$ cat config.mk
export PLATFORM = sky130hd
export DESIGN_NAME = serial_pattern_tx
export DESIGN_NICKNAME = d
export VERILOG_FILES = /design/src/rtl/serial_pattern_tx.sv
export SDC_FILE = /design/constraint.sdc
export NUM_CORES = 1
export LEC_CHECK = 0
export ABC_CLOCK_PERIOD_IN_PS = 3300
export BUFFER_PORTS_ARGS = -buffer_cell sky130_fd_sc_hd__buf_2
export CAP_MARGIN = 20
export CORE_MARGIN = 2
export CORE_UTILIZATION = 55
export DETAILED_ROUTE_END_ITERATION = 10
export PLACE_DENSITY = 0.76
export SYNTH_ARGS = -nofsm -noshare
export SYNTH_HDL_FRONTEND = slang
export SYNTH_SLANG_ARGS = --single-unit
export TNS_END_PERCENT = 10
$ cat constraint.sdc
create_clock -name clk -period 3.3 [get_ports clk]
set_clock_uncertainty 0.15 [all_clocks]
set_input_delay 0.825 -clock clk [delete_from_list [all_inputs] [get_ports clk]]
set_output_delay 0.825 -clock clk [all_outputs]
set_load 0.02 [all_outputs]
$ cat src/rtl/serial_pattern_tx.sv
// Serial frame transmitter: start bit, DATA_W data bits LSB first, optional even parity, stop bit.
// Optional parity bit compiled in when the PARITY_EN macro is defined.
module serial_pattern_tx #(
  parameter int unsigned DATA_W     = 8,
  parameter int unsigned BIT_CYCLES = 4
) (
  input  logic              clk,
  input  logic              rst,
  input  logic [DATA_W-1:0] tx_data,
  input  logic              tx_valid,
  output logic              tx_ready,
  output logic              dout,
  output logic              busy,
  output logic              done
);

  localparam int unsigned CNT_W = 8;
  localparam int unsigned IDX_W = (DATA_W > 1) ? $clog2(DATA_W) : 1;
  localparam logic [CNT_W-1:0] LAST_CNT = CNT_W'(BIT_CYCLES - 1);
  localparam logic [IDX_W-1:0] LAST_IDX = IDX_W'(DATA_W - 1);

  typedef enum logic [2:0] {
    IDLE   = 3'd0,
    START  = 3'd1,
    DATA   = 3'd2,
    PARITY = 3'd3,
    STOP   = 3'd4
  } state_t;

  state_t             state_q, state_n;
  logic [CNT_W-1:0]   cnt_q, cnt_n;
  logic [IDX_W-1:0]   idx_q, idx_n;
  logic [DATA_W-1:0]  shreg_q, shreg_n;
  logic               ready_n, dout_n, busy_n, done_n;
  logic               bit_end;
`ifdef PARITY_EN
  logic               par_q, par_n;
`endif

  assign bit_end = (cnt_q == LAST_CNT);

  // State, counters, shift register and registered outputs
  always_ff @(posedge clk or negedge rst) begin
    if (!rst) begin
      state_q  <= IDLE;
      cnt_q    <= '0;
      idx_q    <= '0;
      shreg_q  <= '0;
      tx_ready <= 1'b0;
      dout     <= 1'b1;
      busy     <= 1'b0;
      done     <= 1'b0;
`ifdef PARITY_EN
      par_q    <= 1'b0;
`endif
    end else begin
      state_q  <= state_n;
      cnt_q    <= cnt_n;
      idx_q    <= idx_n;
      shreg_q  <= shreg_n;
      tx_ready <= ready_n;
      dout     <= dout_n;
      busy     <= busy_n;
      done     <= done_n;
`ifdef PARITY_EN
      par_q    <= par_n;
`endif
    end
  end

  // Next-state logic; counters clear on every state change
  always_comb begin
    state_n = state_q;
    cnt_n   = '0;
    idx_n   = '0;
    shreg_n = shreg_q;
`ifdef PARITY_EN
    par_n   = par_q;
`endif
    case (state_q)
      IDLE: begin
        if (tx_valid && tx_ready) begin
          state_n = START;
          shreg_n = tx_data;
`ifdef PARITY_EN
          par_n   = ^tx_data;
`endif
        end
      end
      START: begin
        if (bit_end) state_n = DATA;
        else         cnt_n   = cnt_q + 1'b1;
      end
      DATA: begin
        idx_n = idx_q;
        if (bit_end) begin
          if (idx_q == LAST_IDX) begin
`ifdef PARITY_EN
            state_n = PARITY;
`else
            state_n = STOP;
`endif
            idx_n   = '0;
          end else begin
            idx_n   = idx_q + 1'b1;
            shreg_n = shreg_q >> 1;
          end
        end else begin
          cnt_n = cnt_q + 1'b1;
        end
      end
`ifdef PARITY_EN
      PARITY: begin
        if (bit_end) state_n = STOP;
        else         cnt_n   = cnt_q + 1'b1;
      end
`endif
      STOP: begin
        if (bit_end) state_n = IDLE;
        else         cnt_n   = cnt_q + 1'b1;
      end
      default: state_n = IDLE;
    endcase
  end

  // Outputs are the Moore decode of the upcoming state, registered on the same edge
  always_comb begin
    ready_n = (state_n == IDLE);
    busy_n  = (state_n != IDLE);
    done_n  = (state_n == STOP) && (cnt_n == LAST_CNT);
    dout_n  = 1'b1;
    case (state_n)
      START:   dout_n = 1'b0;
      DATA:    dout_n = shreg_n[0];
`ifdef PARITY_EN
      PARITY:  dout_n = par_q;
`endif
      default: dout_n = 1'b1;
    endcase
  end

endmodule
Word-level counts from Yosys, hierarchy flattened
Index checks and enable logic that the tools add are counted.
{"block": "word_totals", "regBits": 26, "latch_bits": 0, "mem_bits_rw": 0, "romBits": 0, "output_inout_bits": 4, "wordCells": 47, "memories": 0}
{"block": "op_classes", "addsub": 2, "multipliers": 0, "n_div": 0, "n_lt_le_gt_ge": 0, "eq_ne": 12, "shift": 0, "muxes": 16, "bitwise": 0, "reduce_logical": 8}
{"op": "8-bit two-way mux", "n": 5}
{"op": "3-bit two-way mux", "n": 8}
{"op": "8-bit by 2-bit equality test with 1-bit output, second input constant", "n": 2}
{"op": "8-bit case mux with 2 select lines", "n": 1}
{"op": "3-bit case mux with 4 select lines", "n": 1}
{"op": "3-bit equality test, second input constant", "n": 3}
{"op": "8-bit by 1-bit adder with 8-bit output, second input constant", "n": 1}
{"op": "3-bit by 1-bit equality test with 1-bit output, second input constant", "n": 2}
{"op": "3-bit by 2-bit equality test with 1-bit output, second input constant", "n": 2}
{"op": "3-bit logical NOT", "n": 2}
{"op": "2-bit inequality test, second input constant", "n": 3}
{"op": "4-bit AND reduction", "n": 1}
{"op": "3-bit by 1-bit adder with 3-bit output, second input constant", "n": 1}
{"op": "3-bit nonzero test", "n": 1}
{"op": "3-bit OR reduction", "n": 1}
{"op": "1-bit logical AND", "n": 2}
{"op": "1-bit case mux with 2 select lines", "n": 1}
{"op": "2-bit nonzero test", "n": 1}

Logic depth before layout (Yosys ltp)
Gate-level depths: netlist (run 1).
{"block": "logic_depth", "ltp_word": 6, "depth_mapped": 7, "depth_no_buf": 6}

Worst setup path before layout (run 1)
No wires, ideal clock.
{"block": "synth_path", "path_type": "input to register", "start": "input port tx_valid", "end": "register dout", "t_arrival_ns": 1.790, "required_ns": 3.073, "setup_slack_ns": 1.283, "stages": 5, "path_cell_list": "nand2_1 or4b_1 a21oi_1 a211oi_2 a31oi_1"}
{"block": "synth_between", "elab_chain_cells": 5}
{"item": "start, declared", "line_no": "10", "rtl": "input logic tx_valid,"}
{"item": "1-bit logical AND (*)", "line_no": "82", "rtl": "if (tx_valid && tx_ready) begin"}
{"item": "3-bit two-way mux", "line_no": "82"}
{"item": "3-bit case mux with 4 select lines", "line_no": "80", "rtl": "case (state_q)"}
{"item": "3-bit by 2-bit equality test with 1-bit output or 3-bit by 1-bit equality test with 1-bit output (tied branches)", "line_no": "132", "rtl": "case (state_n)"}
{"item": "1-bit case mux with 2 select lines (*)", "line_no": "132"}
{"item": "named net dout_n", "line_no": "34", "rtl": "logic ready_n, dout_n, busy_n, done_n;"}
{"item": "end signal, assigned", "line_no": "62", "rtl": "dout <= dout_n;"}
{"item": "end, declared", "line_no": "12", "rtl": "output logic dout,"}
Mark *: on every way through the listed nets, which the timed path passes. The rest lies on a longest branch. The select of a mux whose other input is x is not followed.
A chain may end at the register's enable or synchronous reset.

Final worst setup path (run 1)
{"block": "layout_path", "start": "register cnt_q[0]", "end": "register dout"}
{"block": "layout_between", "elab_chain_cells": 5}
{"item": "start, declared", "line_no": "31", "rtl": "logic [CNT_W-1:0] cnt_q, cnt_n;"}
{"item": "start signal, assigned", "line_no": "58", "rtl": "cnt_q <= cnt_n;"}
{"item": "8-bit by 2-bit equality test with 1-bit output (*)", "line_no": "40", "rtl": "assign bit_end = (cnt_q == LAST_CNT);"}
{"item": "3-bit two-way mux, on equally long branches", "line_no": "119, 91, 96"}
{"item": "3-bit case mux with 4 select lines", "line_no": "80"}
{"item": "3-bit by 2-bit equality test with 1-bit output or 3-bit by 1-bit equality test with 1-bit output (tied branches)", "line_no": "132"}
{"item": "1-bit case mux with 2 select lines (*)", "line_no": "132"}
{"item": "named net dout_n", "line_no": "34"}
Marked as above.

==> flow_summary.yaml, run 1 <==
run_status:
  status: "completed"
layout:
  nNetsFinal: 157
  syn2layout_area_growth_pct: 5.52
  final_common_cell: "dfrtp_1"
  n_antenna_cell: 0
  layout_common_cells: "dfrtp_1, buf_2, nor2_1, nand2_1, o21ai_0"
  drive_gt1_frac: 0.197
  final_cells: 172
route:
  first_pass_iters: 4
  wirelength_um: 2230
  drtIter0Drc: 17
  drc: 0
  ant_nets: 0
  wl_per_cell_um: 13.0
  avgViaCountPerCell: 5.61
  vias: 965
clock_network:
  numCtsBuffers: 3
  cts_tree: "yes"
  clockBufferDepth: 2
  cts_hold_buf: 0
  post_cts_resized: 0
  postCtsSetupRepairBufs: 0
  path_clk_slew_ns: 0.13
  clk_latency_ns: 0.32
  h-tree-depth: 1
  clock_sinks: 26
  clockRootBuffer: "clkbuf_4"
sta:
  tightestPinTransition_ns: 0.771
  finalSetupTns_ns: 0
  grt_setup_unrepaired: "no"
  slew_violations: 0
  finalCriticalPeriod_ns: 2.02
  relSlewSlack: 0.482
  max_freq_mhz: 496
  min_period_over_period: 0.611
  final_hold_viol_count: 0
  setup_viol_count_final: 0
die:
  die-area_sq_um: 2890
  core_sq_um: 2410
  start_util: 0.564
  die_w_um: 53.7
  rows: 18
  io_pins: 15
  fp.dieH_um: 53.7
logic_synthesis:
  ys_ff_latch: 26
  async_flop_share: 1.00
  ys.flop_type: "dfrtp_1"
  yosysTopAreaCell: "dfrtp_1"
  synth_nets: 146
  ys_seq_area_frac: 0.479
  synth_area_leaders: "dfrtp_1, o21ai_0, nor2_1"
  avgSynthCellArea_sq_um: 10.3
  synth_enable_flop_cells: 0
  ys_types: 41
  synth.top_cell.area_share: 0.460
  synthCells: 132
  syn-cell-area_sq_um: 1360
  yosysWarnings: 0
setup_path:
  path_class: "reg -> reg"
  cp_max_fo: 9
  cp-end-kind: "flip-flop"
  cp.required_ns: 3.40
  arrival_ns: 2.11
  cp-start-kind: "flip-flop"
global_routing:
  grt_pass1_wl_um: 3800
  grt_max_degree: 27
  grt_usage: 0.187
  grt_pass1_vias: 926
  antenna_found_initial: 0
  overflow: 0
placed_design:
  hpwl_um: 1650
  dp.cells: 168
  place_congestion: 0.808
  numPortBuffers: 14
power:
  combPwrFrac: 0.343
  p_int_w: 0.000595
  power.clock.fraction: 0.140
  power_density_nw_per_um2: 667
  ir_worst_vdd_uv: 572
  swShare: 0.378
  p_leak_nw: 0.639
  seq_power_share: 0.517
  p_switching_w: 0.000362
run:
  maxCapViolCount: 0
worst_hold_path:
  holdCritPathClass: "in -> async"
[cell usage after synthesis, drive strengths merged (2+ instances only)]
master and instances:
nand2 12, inv 8, ha 3, buf 7, nand2b 3, nor3 4
xnor2 4, nor4b 2, o21ai 10, nor2 13, a31oi 2, a21oi 6
dfrtp 25, and3 3, nand3 4, a22oi 6, xor2 3
[power groups by stage]
stage | clock network [W] | logic, W | registers [W]
2_1_floorplan | 0 | 0.000270 | 0.000490
3_3_place_gp | 0 | 0.000320 | 0.000498
3_5_place_dp | 0 | 0.000332 | 0.000500
4_1_cts | 0.000145 | 0.000333 | 0.000494
5_1_grt | 0.000156 | 0.000377 | 0.000508
6_report | 0.000134 | 0.000328 | 0.000495
[registers in the layout (all words and copies together), names as in the netlist]
signal	flops
busy	1
cnt_q	8
done	1
dout	1
idx_q	3
shreg_q	8
state_q	3
tx_ready	1
[cell type report]
type                    count  area (sq um)
fillers                   201           975
flip-flops and latches     26           652
multi-input cells          90           619
repair buffers             14          70.1
well taps                  30          37.5
inverters                   8          30.0
clock buffers               4          26.3
[path summary, 6_finish.rpt]
check / start / endpoint / slack [ns] / depth (start not counted)
worst min-delay path: rst / cnt_q[6] / 0.32 / 1
worst max register to register: cnt_q[0] / dout / 1.28 / 6
worst min register to register: cnt_q[0] / cnt_q[0] / 0.33 / 1
min in group clk: cnt_q[0] / cnt_q[0] / 0.33 / 1
max in group asynchronous: rst / dout / 2.29 / 1
worst max-delay path: cnt_q[0] / dout / 1.28 / 6
[worst max-delay path: stages, from the launching register on]
cell and delay [ns]:
dfrtp_1 0.39, ha_1 0.26, nor4b_4 0.26, nand2_2 0.20, nor3_4 0.37, a211oi_2 0.14, a31oi_1 0.18
[metrics by stage]
stage | hold slack (ns) | worst slack (ns) | area [sq um] | utilization | total power [W]
floorplan | 0.289 | 1.28 | 1360 | - | 0.000760
global placement | 0.305 | 1.04 | 1410 | 0.585 | 0.000817
detailed placement | 0.316 | 0.950 | 1410 | 0.585 | 0.000832
CTS | 0.325 | 1.26 | 1440 | 0.596 | 0.000971
global route | 0.344 | 1.07 | 1440 | 0.596 | 0.00104
finish | 0.320 | 1.28 | 1440 | 0.596 | 0.000957
[kinds of logic after synthesis]
kind of cell / synth area share
flip-flops: 0.479
XOR/XNOR: 0.0451
buffers and inverters: 0.0653
AO/OA/AOI/OAI: 0.168
adder cells (fa/ha/maj): 0.0276
AND/OR/NAND/NOR: 0.214
[layer usage]
layer | global-route usage | up-vias | share of wire
li1 | - | 481 | -
met1 | 0.236 | 465 | 0.46
met2 | 0.303 | 14 | 0.49
met3 | 0.0333 | 5 | 0.029
met4 | 0.103 | 0 | 0.024
met5 | 0 | - | 0
Power figures use the tool's default switching activity.
==> run 2, diff against run 1 <==
- ABC_AREA: not set -> 1
- ABC_CLOCK_PERIOD_IN_PS: 3300 -> 2100
- clock period: 3.3 -> 2.1 ns (I/O delays scaled with it)
==> flow_summary.yaml, run 2 <==
run:
  maxCapViolCount: 0
logic_synthesis:
  synth_area_leaders: "dfrtp_1, nand2_1, nand3_1"
  synth.top_cell.area_share: 0.475
  synthCells: 160
  ys_ff_latch: 26
  yosysWarnings: 0
  syn-cell-area_sq_um: 1320
  async_flop_share: 1.00
  synth.most_common_cell: "nand2_1"
  yosysTopAreaCell: "dfrtp_1"
  synth_common_cells: "nand2_1, dfrtp_1, nand3_1, nor2_1, inv_1"
  avgSynthCellArea_sq_um: 8.23
  synth_nets: 174
  ys_seq_area_frac: 0.495
  synth_enable_flop_cells: 0
  ys_types: 29
  ys.flop_type: "dfrtp_1"
route:
  avgViaCountPerCell: 5.21
  wirelength_um: 2450
  ant_nets: 0
  wl_per_cell_um: 11.9
  vias: 1074
  route.top_layer_used: "met4"
  first_pass_iters: 4
  dr_wl_met2_um: 1230
  drtIter0Drc: 25
  routed-wl-met3_um: 74
  drc: 0
  wl_met1_um: 1130
global_routing:
  grt_pass1_vias: 1070
  antenna_found_initial: 0
  grt_usage: 0.215
  grt_pass1_wl_um: 4430
  overflow: 0
  grt_max_degree: 27
clock_network:
  clock_sinks: 26
  numCtsBuffers: 3
  path_clk_slew_ns: 0.13
  clk_latency_ns: 0.31
  h-tree-depth: 1
  clockRootBuffer: "clkbuf_4"
  cts_tree: "yes"
  postCtsSetupRepairBufs: 0
  clockBufferDepth: 2
die:
  core_sq_um: 2230
  start_util: 0.589
  rows: 17
  fp.dieH_um: 52.9
  die-area_sq_um: 2800
  io_pins: 15
  die_w_um: 52.9
setup_path:
  reg2reg_slack_ns: 0.27
  cp.required_ns: 2.16
  rr_worst_depth: 5
  arrival_ns: 1.90
  r2r_end: "shreg_q[7]"
  cp_max_fo: 8
  cp-end-kind: "flip-flop"
  path_class: "reg -> reg"
  cp-start-kind: "flip-flop"
  r2r_start: "idx_q[0]"
sta:
  relSlewSlack: 0.620
  hold_ws_ns: 0.0380
  finalSetupTns_ns: 0
  final_hold_viol_count: 0
  max_freq_mhz: 545
  setup_slack_ns: 0.266
  min_period_over_period: 0.874
  grt_setup_unrepaired: "no"
  finalCriticalPeriod_ns: 1.83
  tightestPinTransition_ns: 0.570
  slew_violations: 0
  setup_viol_count_final: 0
layout:
  n_antenna_cell: 0
  nNetsFinal: 193
  fin_area_sq_um: 1450
  drive_gt1_frac: 0.213
  syn2layout_area_growth_pct: 10.4
  reg_top3: "cnt_q: 8 flops, shreg_q: 8 flops"
  layout_common_cells: "nand2_1, dfrtp_1, nand3_1, nor2_1"
  final_common_cell: "nand2_1"
  fillers: 204
placed_design:
  numPortBuffers: 14
  pre_cts_ws_ns: 0.215
  hpwl_um: 1830
  placed_area_sq_um: 1420
  place_congestion: 0.805
power:
  power_density_nw_per_um2: 1100
  ir_worst_vdd_uv: 789
  p_total_w: 0.00160
  p_leak_nw: 0.782
worst_hold_path:
  holdCritPathClass: "in -> async"
run_status:
  status: "completed"
run 2: cell types whose count changed in the layout (fill, tap and decap cells not counted), sizes merged, moves of 6 or more:
cell / delta
inv: +13
a21oi: -6
nand2: +28
a22oi: -6
nand3: +21
nor2: +13
o21ai: -6
run 2: per-layer routing:
layer  GRT usage  vias to the layer above
met3      0.0367                        2
li1            -                      551
met1       0.287                      504
met2       0.356                       17
met4      0.0641                        0
met5           0                        -
run 2: kinds of logic after synthesis:
family	after synthesis	synth area share
simple gates	99	0.356
flops	26	0.495
buf+inv	22	0.0637
compound gates	7	0.0361
xor+xnor	3	0.0200
fa+ha+maj	3	0.0285
run 2: how the worst max path moves through the flow:
stage	slack (ns)	end	start	depth (start not counted)
after floorplan	0.45	busy	cnt_q[0]	9
after global placement	0.26	busy	cnt_q[0]	7
after detailed placement	0.21	busy	cnt_q[0]	7
after CTS	0.18	busy	cnt_q[0]	7
after global routing	0.11	busy	cnt_q[0]	7
final	0.27	shreg_q[7]	idx_q[0]	5
run 2: layout make-up:
class / count / area, sq um / share of cell area
sequential: 26 / 652 / 0.449
multi-input combinational: 112 / 583 / 0.401
inverter: 21 / 78.8 / 0.0543
timing repair buffer: 15 / 77.6 / 0.0534
tap: 28 / 35.0 / 0.0241
clock buffer: 4 / 26.3 / 0.0181
run 2: repair_timing:
| action | 4_1_cts | 5_1_grt |
|---|---|---|
| gates resized for setup | 0 | 1 |
| endpoints found under the setup margin | 0 | 1 |
| hold buffers | 0 | 0 |
run 2: worst max-delay path, stage by stage, from the launching register on:
cell and delay (ns):
dfrtp_1 0.43, ha_1 0.21, ha_1 0.23, nor2_2 0.33
o21ai_2 0.19, a22o_1 0.21
run 2: metrics by stage:
step	cells	util
after floorplan	160	-
after global placement	202	0.638
after detailed placement	202	0.638
after CTS	206	0.649
after global routing	206	0.650
final	206	0.650
run 2: power by group:
part           switching, W  internal (W)  total, W  leakage [nW]
sequential        0.0000801      0.000646  0.000727         0.341
combinational      0.000427      0.000236  0.000663         0.427
clock              0.000135     0.0000740  0.000209        0.0150
